File: src/rtl/bus_pkg.sv
// Shared types for the instruction/data cache memory arbiter.
package bus_pkg;

   typedef enum logic [1:0] {
      IDLE    = 2'd0,
      GRANT_F = 2'd1,
      GRANT_M = 2'd2
   } arb_state_t;

   localparam int BEATS_DEFAULT = 4;

endpackage

File: src/rtl/mux2.sv
// Generic two-input multiplexer; sel=1 picks b.
module mux2 #(
   parameter int W = 32
) (
   input  logic         sel,
   input  logic [W-1:0] a,
   input  logic [W-1:0] b,
   output logic [W-1:0] y
);

   assign y = sel ? b : a;

endmodule

File: src/rtl/cache_bus_arbiter.sv
// Round-robin arbiter sharing one memory port between the fetch (F) and
// data (M) cache controllers, forwarding beat-addressed burst transfers.
module cache_bus_arbiter
   import bus_pkg::*;
#(
   parameter int BEATS = BEATS_DEFAULT,
   parameter int ADDRW = 32
) (
   input  logic             clk,
   input  logic             reset,
   input  logic             HRequestF,
   input  logic [ADDRW-1:0] HAddrF,
   output logic             HReadyF,
   input  logic             HRequestM,
   input  logic             HWriteM,
   input  logic [ADDRW-1:0] HAddrM,
   input  logic [31:0]      HWDataM,
   output logic             HReadyM,
   output logic [31:0]      HRData,
   output logic             MemReq,
   output logic             MemWrite,
   output logic [ADDRW-1:0] MemAddr,
   output logic [31:0]      MemWData,
   input  logic [31:0]      MemRData,
   input  logic             MemReady
);

   localparam int BW = $clog2(BEATS);
   localparam logic [BW-1:0] BEAT_ONE = BW'(1);

   arb_state_t       state_q, state_d;
   logic [BW-1:0]    beat_q, beat_d;
   logic             last_m_q, last_m_d;
   logic             sel_m;
   logic [ADDRW-1:0] addr_sel;
   logic             unused_low;

   assign sel_m = (state_q == GRANT_M);

   mux2 #(.W(ADDRW)) u_addr_mux (
      .sel (sel_m),
      .a   (HAddrF),
      .b   (HAddrM),
      .y   (addr_sel)
   );

   // Byte/beat offset bits of the requester address are replaced by the beat counter.
   assign unused_low = ^addr_sel[BW+1:0];

   always_ff @(posedge clk or posedge reset) begin
      if (reset) begin
         state_q  <= IDLE;
         beat_q   <= '0;
         last_m_q <= 1'b0;
      end else begin
         state_q  <= state_d;
         beat_q   <= beat_d;
         last_m_q <= last_m_d;
      end
   end

   always_comb begin
      state_d  = state_q;
      beat_d   = beat_q;
      last_m_d = last_m_q;
      HReadyF  = 1'b0;
      HReadyM  = 1'b0;
      MemReq   = 1'b0;
      MemWrite = 1'b0;
      case (state_q)
         IDLE: begin
            beat_d = '0;
            // On a tie the side that did not own the bus last time wins.
            if (HRequestF && HRequestM)
               state_d = last_m_q ? GRANT_F : GRANT_M;
            else if (HRequestF)
               state_d = GRANT_F;
            else if (HRequestM)
               state_d = GRANT_M;
         end
         GRANT_F: begin
            MemReq  = HRequestF;
            HReadyF = MemReady;
            if (!HRequestF) begin
               state_d  = IDLE;
               beat_d   = '0;
               last_m_d = 1'b0;
            end else if (MemReady) begin
               beat_d = beat_q + BEAT_ONE;
            end
         end
         GRANT_M: begin
            MemReq   = HRequestM;
            MemWrite = HRequestM & HWriteM;
            HReadyM  = MemReady;
            if (!HRequestM) begin
               state_d  = IDLE;
               beat_d   = '0;
               last_m_d = 1'b1;
            end else if (MemReady) begin
               beat_d = beat_q + BEAT_ONE;
            end
         end
         default: begin
            state_d = IDLE;
            beat_d  = '0;
         end
      endcase
   end

   assign MemAddr  = MemReq ? {addr_sel[ADDRW-1:BW+2], beat_q, 2'b00} : '0;
   assign MemWData = MemReq ? HWDataM : '0;
   assign HRData   = MemRData;

endmodule

File: config.mk
export PLATFORM = sky130hd
export DESIGN_NAME = cache_bus_arbiter
export DESIGN_NICKNAME = d
export VERILOG_FILES = /design/src/rtl/bus_pkg.sv /design/src/rtl/mux2.sv /design/src/rtl/cache_bus_arbiter.sv
export SDC_FILE = /design/constraint.sdc
export NUM_CORES = 1
export LEC_CHECK = 0
export CORE_AREA = 2 2 90 92
export DETAILED_ROUTE_END_ITERATION = 8
export DIE_AREA = 0 0 92 94
export PLACE_DENSITY = 0.72
export SLEW_MARGIN = 20
export SYNTH_ARGS = -nofsm -noshare
export SYNTH_HDL_FRONTEND = slang
export SYNTH_SLANG_ARGS = --single-unit
File: constraint.sdc
create_clock -name clk -period 4.2 [get_ports clk]
set_input_delay 0.42 -clock clk [delete_from_list [all_inputs] [get_ports clk]]
set_output_delay 0.42 -clock clk [all_outputs]
set_load 0.05 [all_outputs]
==> summary.md <==
| Metric | Value |
|---|---|
| Library cells used by synthesis | `25` |
| Post-synth top area cell | `mux2i_1` |
| CTS Root Cell | `clkbuf_8` |
| Setup WS pre-CTS | `1015 ps` |
| Max Slew Vio Count | `0` |
| Post-synthesis adder-cell area fraction | `2.907%` |
| Grt ovf | `0` |
| Layout net count | `429` |
| Io pins | `234` |
| CTS Buf Count | `3` |
| Routed vias/inst | `4.130` |
| H-tree depth | `1` |
| Multiplexer area fraction after synthesis | `21.71%` |
| Routed Antenna Nets | `0` |
| CORE AREA | `0.007607 sq mm` |
| Post-route setup slack | `835.3 ps` |
| Crit. End Element | `output pin` |
| Worst-Margin Slew | `807.4 ps` |
| Final setup fails | `0` |
| Syn Inst Count | `173` |
| Setup_tns | `0 ps` |
| Initial antenna violation count | `0` |
| Final min period | `3365 ps` |
| Clock Skew | `0.6226 ps` |
| Reg2reg start | `state_q[1]` |
| PwrDens | `454.4 mW/mm^2` |
| Reg-to-reg setup timing slack | `2290 ps` |
| Synth Area per Inst | `7.464 sq um` |
| Hold Path Class | `primary input to async pin` |
| Final hold violation count | `0` |
| Vias | `1623` |
| Placement Cell Area | `0.002664 sq mm` |
| First-pass GRT wire length | `7603 microns` |
| CTS tree | `done` |
| Design area | `0.002709 sq mm` |
| Syn. warnings | `0` |
| Final period utilization | `80.11%` |
| Input/output buffers | `159` |
| Vias in the first global route | `1548` |
| Drt pass-1 iters | `4` |
| R2R depth | `4` |
| Cts hold-fix bufs | `0` |
| Post-cts resize count | `0` |
| Leak | `1.141 nW` |
| Yosys top cell area share | `21.71%` |
| WHS | `416.1 ps` |
| Critical path type | `flip-flop to output pin` |
| WL final | `5396 microns` |
| Unrepaired setup endpoints after global routing | `no` |
| Worst Setup SP | `state_q[1]` |
| Max-cap violations | `0` |
| CTS sink cnt | `5` |
| Cell Area, Synth | `0.001291 sq mm` |
| Simple-gate share of the synthesized area | `30.14%` |
| Fin util | `35.61%` |
| Crit path DAT | `2940 ps` |
| Number of synthesized register bits | `5` |
| Setup crit end | `MemAddr[14]` |
| GPL Wtd Cong | `0.7324` |
| Clock latency at the later pin of the worst-skew pair | `210 ps` |
| Max IR drop VDD | `175.2 uV` |
| Global-route usage over all layers | `11.09%` |
| Max frequency | `297.2 MHz` |
| Remaining DRCs | `0` |
| N_diodes | `0` |
| 1st-iter DRT viols | `33` |
| Data required, critical path | `3780 ps` |
| Max clock buf depth | `2` |
| Clk slew on worst S/H paths | `30 ps` |
| Highest net fanout along the worst path | `35` |
| Seq/Total Area, Yosys | `9.690%` |
| Initial Util | `16.97%` |
| Routed wire per std cell | `13.73 microns` |
| FILL cells | `776` |
| Area Overhead vs Synth | `109.8%` |
| Share of cells above drive strength 1 | `2.405%` |
| R2r endpoint | `beat_q[1]` |
| CP startpoint kind | `flip-flop` |
| Largest family of logic cells by synthesized area | `simple AND/OR/NAND/NOR gates` |
| Synth top area cells | `mux2i_1, buf_4, and3_1` |
| Die span in y | `94 microns` |
| Xor and xnor area share after synthesis | `1.357%` |
| Rel. slew slack | `46.18%` |
| Chip width | `92 microns` |
| Die area | `0.008648 sq mm` |
| Post-CTS Setup Repair Bufs | `0` |
| Rows | `32` |
| Outcome | `completed` |
| Post-DP HPWL | `4341 microns` |
| Largest net degree at the start of global routing | `37` |
| Compound-Gate Fraction of Synth Area | `4.554%` |
## per-stage QoR
stage | total power [mW] | std cells
floorplan | 0.9260 | 174
global placement | 1.139 | 389
detailed placement | 1.151 | 389
CTS | 1.246 | 393
global route | 1.310 | 393
finish | 1.231 | 393
## per-layer routing
metal	share of wire (%)	up-vias	global-route usage, %
li1	-	781	-
met4	4.0	0	5.597
met5	0	-	0
met3	10	22	3.451
met2	50	114	20.16
met1	35	706	11.52
## area by class of cell
type / count / area (sq um) / area share [%]
multi-input combinational: 117 / 793.3 / 29.28
clock buffer: 4 / 45.04 / 1.663
sequential: 5 / 125.1 / 4.619
tap: 102 / 127.6 / 4.711
timing repair buffer: 160 / 1599 / 59.03
inverter: 5 / 18.77 / 0.6928
## flip-flops by register name, summed over array words and instances (netlist names)
name	count
beat_q	2
state_q	2
last_m_q	1
## kinds of logic after synthesis
group                    after synthesis
AND/OR/NAND/NOR                       75
buffers and inverters                 52
multiplexers                          28
AO/OA/AOI/OAI                          7
flip-flops                             5
adder cells (fa/ha/maj)                3
XOR/XNOR                               2
other                                  1
## worst min path at each step
stage                            end  cells past startpoint     start  slack (ps)
after global placement      last_m_q                      1  last_m_q         480
after global routing        last_m_q                      2     reset         440
after CTS                 state_q[0]                      2     reset         430
after detailed placement    last_m_q                      1  last_m_q         510
after floorplan            beat_q[0]                      1     reset         200
final                     state_q[0]                      2     reset         420
## cells in the mapped netlist
cell / n
nor2b_1: 2
nor2_1: 30
o21ai_0: 1
buf_2: 3
and3_1: 35
a22o_4: 1
buf_6: 7
mux2i_1: 28
xor2_1: 1
dfrtp_1: 5
a22o_1: 1
xnor2_1: 1
o221ai_1: 1
nand2b_1: 1
conb_1: 1
buf_4: 34
o22ai_1: 1
clkbuf_1: 3
a22oi_1: 1
nand2_1: 4
ha_1: 3
a21oi_1: 1
inv_1: 5
and2_1: 2
nand2_4: 1
## critical path, cell delays in order, from the launching register on
cell	delay [ps]
dfrtp_1	360
inv_1	80
ha_1	820
nand2_4	390
nor2_1	240
clkdlybuf4s50_1	830
## layout by cell type, fill, tap and decap left out, types with 2 or more instances in the layout
| cell type | instances |
|---|---|
| dfrtp_1 | 5 |
| clkdlybuf4s50_1 | 159 |
| nand2_1 | 4 |
| conb_1 | 2 |
| nor2_1 | 30 |
| nor2b_1 | 2 |
| mux2i_1 | 28 |
| inv_1 | 5 |
| and3_1 | 35 |
| ha_1 | 2 |
| and2_1 | 2 |
| clkbuf_8 | 3 |
## power by group
group / internal (mW) / switching (mW) / total [mW]
clock network: 0.0650 / 0.0212 / 0.0861
registers: 0.0634 / 0.00854 / 0.0719
logic: 0.396 / 0.676 / 1.07
total: 0.525 / 0.706 / 1.23
No activity file was read; power rests on OpenSTA's default activity.
